==> src/rtl/rr_mux_arbiter.sv <==
// rtl/rr_mux_arbiter.sv - four-requester arbiter driving a shared 32-bit 4:1 data mux
//
// Purpose: grants one of four requesters per tenure, captures the owner's data word
// each cycle it keeps requesting, and hands over at the tenure end with no idle gap.
//
// Ports:
//   clk        - sole clock, rising edge
//   reset      - synchronous, active-high
//   req[3:0]   - request lines, bit i belongs to requester i
//   in1..in4   - 32-bit data words of requesters 0..3
//   grant[3:0] - registered one-hot grant, zero when idle
//   select     - registered index of the current owner (shared mux select)
//   out        - registered data word captured from the owner
//   out_valid  - registered, high for one cycle per captured word
//
// Parameter: MAX_HOLD (1..255) - maximum consecutive grant cycles per tenure.
// Compile-time option: RR_ARB_FIXED_PRIORITY_EN - when defined, the lowest-index
// requester always wins instead of round-robin.

module rr_mux_arbiter #(
    parameter int MAX_HOLD = 8
) (
    input  logic        clk,
    input  logic        reset,
    input  logic [3:0]  req,
    input  logic [31:0] in1,
    input  logic [31:0] in2,
    input  logic [31:0] in3,
    input  logic [31:0] in4,
    output logic [3:0]  grant,
    output logic [1:0]  select,
    output logic [31:0] out,
    output logic        out_valid
);

    typedef enum logic {
        IDLE  = 1'b0,
        GRANT = 1'b1
    } state_t;

    localparam logic [7:0] HOLD_LAST = 8'(MAX_HOLD - 1);

    state_t      state_q;
    logic [3:0]  grant_q;
    logic [1:0]  select_q;
    logic [31:0] out_q;
    logic        out_valid_q;
    logic [7:0]  hold_cnt_q;
    logic [1:0]  last_owner_q;

    logic [31:0] mux_data_d;
    logic [1:0]  win_d;
    logic        any_req_d;
    logic        owner_req_d;
    logic        tenure_end_d;

    // Shared 4:1 data mux steered by the registered owner index.
    always_comb begin
        mux_data_d = in1;
        case (select_q)
            2'd0: mux_data_d = in1;
            2'd1: mux_data_d = in2;
            2'd2: mux_data_d = in3;
            2'd3: mux_data_d = in4;
            default: mux_data_d = in1;
        endcase
    end

    // Winner selection. In round-robin mode the search starts just past the last
    // owner, so the current owner is only reached when nobody else is requesting;
    // that gives the owner exclusion on handover for free.
    always_comb begin
        logic [1:0] idx;
        win_d = 2'd0;
        idx   = 2'd0;
`ifdef RR_ARB_FIXED_PRIORITY_EN
        for (int i = 3; i >= 0; i--) begin
            if (req[i]) begin
                win_d = 2'(i);
            end
        end
`else
        // Walk from farthest to nearest so the nearest requester is written last.
        for (int k = 4; k >= 1; k--) begin
            idx = last_owner_q + 2'(k);
            if (req[idx]) begin
                win_d = idx;
            end
        end
`endif
    end

    always_comb begin
        any_req_d    = |req;
        owner_req_d  = req[select_q];
        tenure_end_d = !owner_req_d || (hold_cnt_q == HOLD_LAST);
    end

    always_ff @(posedge clk) begin
        if (reset) begin
            state_q      <= IDLE;
            grant_q      <= 4'b0000;
            select_q     <= 2'd0;
            out_q        <= 32'd0;
            out_valid_q  <= 1'b0;
            hold_cnt_q   <= 8'd0;
            last_owner_q <= 2'd3;
        end else begin
            case (state_q)
                IDLE: begin
                    out_valid_q <= 1'b0;
                    if (any_req_d) begin
                        state_q      <= GRANT;
                        grant_q      <= 4'b0001 << win_d;
                        select_q     <= win_d;
                        last_owner_q <= win_d;
                        hold_cnt_q   <= 8'd0;
                    end
                end
                GRANT: begin
                    if (owner_req_d) begin
                        out_q       <= mux_data_d;
                        out_valid_q <= 1'b1;
                        hold_cnt_q  <= hold_cnt_q + 8'd1;
                    end else begin
                        out_valid_q <= 1'b0;
                    end
                    // Handover overrides the counter increment above.
                    if (tenure_end_d) begin
                        hold_cnt_q <= 8'd0;
                        if (any_req_d) begin
                            grant_q      <= 4'b0001 << win_d;
                            select_q     <= win_d;
                            last_owner_q <= win_d;
                        end else begin
                            state_q <= IDLE;
                            grant_q <= 4'b0000;
                        end
                    end
                end
                default: begin
                    state_q <= IDLE;
                    grant_q <= 4'b0000;
                end
            endcase
        end
    end

    assign grant     = grant_q;
    assign select    = select_q;
    assign out       = out_q;
    assign out_valid = out_valid_q;

endmodule

==> config.mk <==
export PLATFORM = sky130hd
export DESIGN_NAME = rr_mux_arbiter
export DESIGN_NICKNAME = d
export VERILOG_FILES = /design/src/rtl/rr_mux_arbiter.sv
export SDC_FILE = /design/constraint.sdc
export NUM_CORES = 1
export LEC_CHECK = 0
export CORE_AREA = 2 2 87 89
export DETAILED_ROUTE_END_ITERATION = 7
export DIE_AREA = 0 0 89 91
export HOLD_SLACK_MARGIN = 0.03
export PLACE_DENSITY = 0.95
export SLEW_MARGIN = 20
export SYNTH_ARGS = -nofsm -noshare
export SYNTH_HDL_FRONTEND = slang
export SYNTH_SLANG_ARGS = --single-unit
==> constraint.sdc <==
create_clock -name clk -period 2.8 [get_ports clk]
set_clock_uncertainty 0.15 [all_clocks]
set_input_delay 0.42 -clock clk [delete_from_list [all_inputs] [get_ports clk]]
set_output_delay 0.42 -clock clk [all_outputs]
set_load 0.02 [all_outputs]
==> summary.txt, run 1 <==
Routing
  • Vias: 2631
  • DR vias/cell: 5.159
  • Post-route DRC: 0
  • First drt pass iteration count: 4
  • Final wirelength: around 8.7 mm
  • Post-DRT Antenna Nets: 0
  • DRT iter0 DRCs: between 80 and 90
  • Routed WL per cell: between 15 and 20 um

STA
  • Post-Route Setup TNS: 0 ns
  • Max-slew headroom: a little over half
  • Final slew viol count: 0
  • Ratio of final minimum period to clock period: between 80% and 90%
  • Worst-margin pin slew: 0.7148 ns
  • Final Hold Viols: 0
  • RSZ-0062 raised after global routing: false
  • Worst setup margin: between 0.5 and 0.6 ns
  • Final setup fails: 0
  • Crit path time final: 2.263 ns
  • Fmax: ~440 MHz

CTS
  • CTS Sinks: 50
  • Worst-path clk slew: 0.09 ns
  • H-tree depth: 2
  • Clock buffer depth: 2
  • Post_cts resized: 0
  • CTS Hold Bufs: 0
  • TritonCTS clock tree: done
  • Skew-Pair Late Insertion Delay: ~0.30 ns
  • CTS buffer count: 5
  • # Post-CTS Setup Buffers: 0
  • Root buf cell: clkbuf_8

Floorplan
  • Core area: between 7000 and 8000 um2
  • Ports: 173
  • Die Wd: 89 um
  • Die footprint: between 8000 and 9000 um2
  • Site Rows: 31
  • Height of the die: around 91 um
  • Effective utilization at floorplan: about two fifths

Global routing
  • Global Route Usage Sum: a little over a fifth
  • Initial antenna violation count: 0
  • Largest net degree at the start of global routing: 28
  • First-pass GRT wire length: between 10 and 15 mm
  • Vias in the first global route: roughly 2700
  • Grt ovf: 0

Cells and area
  • FF+latch area: around 1000 um2
  • Multi-input logic area: 1658 um2
  • Fill count: ~570
  • Nets: approximately 550
  • Area grow syn2layout: 68.92%
  • Share of layout cells above drive strength 1: between 10% and 20%
  • Inserted Diodes: 0

Setup path
  • Crit path DAT: between 1.5 and 2 ns
  • Family with the most delay on the worst path: buffers and inverters
  • CP startpoint kind: flip-flop
  • CP required: 2.23 ns
  • Worst-path cell chain: clkdlybuf4s50_1
  • WP buf/inv: 1
  • CP max-delay cell: clkdlybuf4s50_1
  • Critical path class: flip-flop to primary output
  • CP peak stage delay: around 0.71 ns
  • Setup crit end kind: primary output
  • Worst-path maximum fanout: 13

Logic synthesis
  • Mapped Cells: 242
  • Prevailing post-synth register cell: dfxtp_1
  • Sequential share of the synthesized area: 36.25%
  • Unique masters post-synth: 38
  • Syn avg cell area: between 10 and 15 um2
  • Number of synthesized flops with an enable pin: 0
  • Syn_nets: ~380
  • Yosys warnings: 0
  • Post-synthesis cell area: between 2000 and 3000 um2
  • Ys async rst share: 0%
  • Flops & latches, synth: 50

Status
  • Status: finished, final reports clean

Placed design
  • DP Worst Slack: 0.3582 ns
  • PortBufs: 172
  • RePlAce Congestion: between 0.8 and 0.9
  • HPWL Detailed: approximately 7.1 mm

Power and ir drop
  • PD cells: ~470 nW/um2
  • Maximum vdd drop: around 0.36 mV
  • Total power: 2.182 mW
  • Leak pwr: 1.644 nW

Job
  • Max Cap Viol: 0

Hold path
  • Min-delay worst type: flip-flop to flip-flop
==> kinds of logic (layout without fill, tap and decap cells) <==
kind of cell	Yosys count	after routing	synth area share [%]
simple gates	76	76	13.10
buf+inv	19	188	3.987
flops	50	50	36.25
mux	67	67	38.79
fa+ha+maj	1	1	0.4530
xor+xnor	3	3	0.9517
compound gates	26	26	6.480
==> state kept, by name, indices dropped and copies added, names as in the netlist <==
| name | cells |
|---|---|
| out | 32 |
| out_valid | 1 |
| last_owner_q | 2 |
| select | 2 |
| state_q | 1 |
| grant | 4 |
| hold_cnt_q | 8 |
==> final timing paths <==
path	start	endpoint	slack (ns)	cells after the start
setup reg to reg	select[1]	hold_cnt_q[4]	0.67	6
hold / removal	grant[3]	grant[3]	0.33	1
hold reg to reg	grant[3]	grant[3]	0.33	1
setup / recovery	select[1]	select[1]	0.54	1
==> layer usage <==
metal	track usage [%]	vias up	part of all wire, %
li1	-	1242	-
met1	24.65	1286	38
met2	40.67	89	56
met3	3.364	14	4.1
met4	6.095	0	1.7
met5	0	-	0
==> cell type report <==
| cell class | instances | share of cell area, % |
|---|---|---|
| clock buffers | 7 | 1.636 |
| clock inverters | 1 | 0.6438 |
| inverters | 2 | 0.1609 |
| multi-input cells | 173 | 35.54 |
| flip-flops and latches | 50 | 21.49 |
| well taps | 99 | 2.656 |
| repair buffers | 178 | 37.88 |
==> where the power goes <==
part           total, mW  switching [mW]  internal [mW]
Combinational      0.852           0.343          0.509
Clock              0.495           0.227          0.268
Sequential         0.836          0.0550          0.781
==> through the flow <==
step / instances / instance area (um2) / utilization (%) / hold WS, ns
2_1_floorplan: 242 / 2761 / - / 0.3140
3_3_place_gp: 502 / 4558 / 63.87 / 0.3064
3_5_place_dp: 502 / 4558 / 63.87 / 0.3052
4_1_cts: 510 / 4664 / 65.36 / 0.3359
5_1_grt: 510 / 4664 / 65.36 / 0.3622
6_report: 510 / 4664 / 65.36 / 0.3306
==> cells in the final DEF (no fill, tap or decap), types with 2 or more instances in the layout <==
cell and count:
mux4_2 32, buf_4 6, nor2_1 42, clkdlybuf4s50_1 172, nor3_1 2, o21ai_0 5
inv_1 2, clkbuf_1 2, clkbuf_8 5, nand3b_1 2, a22o_1 2, and3_1 2
a211oi_1 2, mux2i_1 35, xor2_1 2, a32o_1 2, nand2_1 10, o22ai_1 2
dfxtp_1 49, nand2b_1 5, nand3_1 6, a21oi_1 6
==> synth_stat cells, drive strengths merged (3+ instances only) <==
library cell  count  share of area (%)
o21ai             5               0.91
o22ai             3               0.91
mux4             32                 26
buf               9                2.6
nand2            10                1.4
mux2i            35                 13
nand2b            5                1.1
nand3             6                1.1
clkbuf            8                1.1
a21oi             6                1.1
dfxtp            50                 36
nor2             42                5.7
Power figures use the tool's default switching activity.
==> inputs of run 2 (changes only) <==
--- a/config.mk
+++ b/config.mk
@@ -5,11 +5,11 @@
 export SDC_FILE = /design/constraint.sdc
 export NUM_CORES = 1
 export LEC_CHECK = 0
-export CORE_AREA = 2 2 87 89
+export CORE_AREA = 2 2 90 92
 export DETAILED_ROUTE_END_ITERATION = 7
-export DIE_AREA = 0 0 89 91
+export DIE_AREA = 0 0 92 94
 export HOLD_SLACK_MARGIN = 0.03
-export PLACE_DENSITY = 0.95
+export PLACE_DENSITY = 0.9
 export SLEW_MARGIN = 20
 export SYNTH_ARGS = -nofsm -noshare
 export SYNTH_HDL_FRONTEND = slang
==> constraint.sdc (replaced) <==
create_clock -name clk -period 2.2 [get_ports clk]
set_clock_uncertainty 0.15 [all_clocks]
set_input_delay 0.33 -clock clk [delete_from_list [all_inputs] [get_ports clk]]
set_output_delay 0.33 -clock clk [all_outputs]
set_load 0.02 [all_outputs]
==> run 2 against run 1 <==
  * Via count rose by 0.65%
  * Die area grew 6.8%
  * Sequential power up 26%
  * Clock-buffer cell count is the same
  * Final area up 1.9%
  * Routed wire length increased by 0.16%
  * Register-to-register slack worse by 0.41 ns
  * Core utilization shrank 2.9 points
==> summary.txt, run 2 (same netlist as run 1, synthesis figures left out) <==
Status
  • Status: finished, final reports clean

Hold path
  • Min-delay worst type: flip-flop to flip-flop

Routing
  • Final wirelength: between 8 and 9 mm
  • DR vias/cell: approximately 5
  • Post-route DRC: 0
  • Post-DRT Antenna Nets: 0
  • Routed WL per cell: about 17 um
  • Vias: 2648
  • First drt pass iteration count: 4
  • DRT iter0 DRCs: between 80 and 90

Cells and area
  • Cell Count, Final, Fillers Out: 521
  • Final Cell Area: 4751 um2
  • Inserted Diodes: 0
  • Largest register FFs: 32
  • Area grow syn2layout: 72.04%
  • Most frequent cells in the layout: 172 x clkdlybuf4s50_1, 49 x dfxtp_1, 42 x nor2_1, 35 x mux2i_1, 32 x mux4_2
  • Share of layout cells above drive strength 1: ~14%
  • Fill count: 617
  • Nets: ~550
  • Most common cell after layout, fill and taps aside: clkdlybuf4s50_1

STA
  • Ratio of final minimum period to clock period: a little over nine tenths
  • Fmax: between 400 and 500 MHz
  • Final Hold Viols: 0
  • Post-Route Setup TNS: 0 ns
  • Final setup fails: 0
  • Worst hold slack: between 0.3 and 0.4 ns
  • Crit path time final: between 2 and 2.5 ns
  • Worst-margin pin slew: approximately 0.35 ns
  • Max-slew headroom: roughly 76%
  • Final slew viol count: 0
  • RSZ-0062 raised after global routing: false

Placed design
  • RePlAce Congestion: roughly 0.78
  • Area after DPL: 4659 um2
  • Placed cells: about 510
  • PortBufs: roughly 170
  • HPWL Detailed: around 7.1 mm

Global routing
  • Vias in the first global route: ~2800
  • Global Route Usage Sum: between 10% and 20%
  • Grt ovf: 0
  • Initial antenna violation count: 0
  • First-pass GRT wire length: ~13 mm
  • Largest net degree at the start of global routing: 26

Power and ir drop
  • Maximum vdd drop: 0.3799 mV
  • Total power: around 2.7 mW
  • Leak pwr: about 1.7 nW
  • PD cells: 575.4 nW/um2

Floorplan
  • Die Wd: between 90 and 100 um
  • Site Rows: 32
  • Height of the die: approximately 94 um
  • Ports: 173
  • Die footprint: 8648 um2
  • Core area: 7607 um2
  • Effective utilization at floorplan: roughly 36%

CTS
  • Worst-path clk slew: around 0.080 ns
  • H-tree depth: 2
  • # Post-CTS Setup Buffers: 0
  • Clock buffer depth: 2
  • CTS buffer count: 5
  • TritonCTS clock tree: done
  • CTS Hold Bufs: 0
  • Root buf cell: clkbuf_8
  • Post_cts resized: 0
  • CTS Sinks: 50
  • Skew-Pair Late Insertion Delay: a little under 0.3 ns

Setup path
  • Critical path class: flip-flop to primary output
  • Setup crit end kind: primary output
  • Worst-path maximum fanout: 24
  • CP startpoint kind: flip-flop
  • Crit path DAT: roughly 1.6 ns
  • CP required: between 1.5 and 2 ns

Job
  • Max Cap Viol: 0
==> run 2: cell count changes in the layout (fill, tap and decap cells not counted) <==
cell	delta
clkbuf_8	+1
bufinv_16	-1
buf_12	+3
clkbuf_1	-1
clkinv_2	+1
buf_4	+5
==> run 2: metrics by stage <==
| stage | utilization, % | worst slack, ns |
|---|---|---|
| floorplan | - | 0.3023 |
| global placement | 61.25 | 0.03732 |
| detailed placement | 61.25 | -0.03969 |
| CTS | 62.45 | 0.09783 |
| global route | 62.45 | 0.01339 |
| finish | 62.45 | 0.1217 |
==> run 2: where the power goes <==
group / total (mW) / internal, mW / leakage (nW) / switching (mW)
sequential: 1.05 / 0.994 / 0.409 / 0.0586
clock: 0.542 / 0.254 / 0.0482 / 0.288
combinational: 1.14 / 0.685 / 1.23 / 0.455
==> run 2: layout make-up <==
| type | instances | area (um2) | share of cell area [%] |
|---|---|---|---|
| Multi-Input combinational cell | 173 | 1658 | 34.90 |
| Clock buffer | 7 | 86.33 | 1.817 |
| Clock inverter | 1 | 5.005 | 0.1053 |
| Tap cell | 102 | 127.6 | 2.686 |
| Inverter | 2 | 7.507 | 0.1580 |
| Timing Repair Buffer | 186 | 1864 | 39.24 |
| Sequential cell | 50 | 1002 | 21.10 |
==> run 2: metal layers <==
metal  up-vias  track usage (%)  part of all wire (%)
met1      1290            21.83                    37
met4         0            5.348                   1.4
met3        13            2.889                   3.3
li1       1264                -                     -
met5         -                0                     0
met2        81            38.85                    58
==> run 2: worst paths after layout <==
check	depth (start not counted)	slack (ns)	endpoint	from
worst min register to register	1	0.33	grant[3]	grant[3]
worst max register to register	7	0.26	grant[1]	hold_cnt_q[0]
worst min-delay path	1	0.33	grant[3]	grant[3]
worst max-delay path	2	0.12	select[0]	select[0]
==> run 2: worst max-delay path, cell delays in order, from the launching register on <==
cell,delay [ns]
dfxtp_2,0.41
buf_12,0.24
clkdlybuf4s50_1,0.65
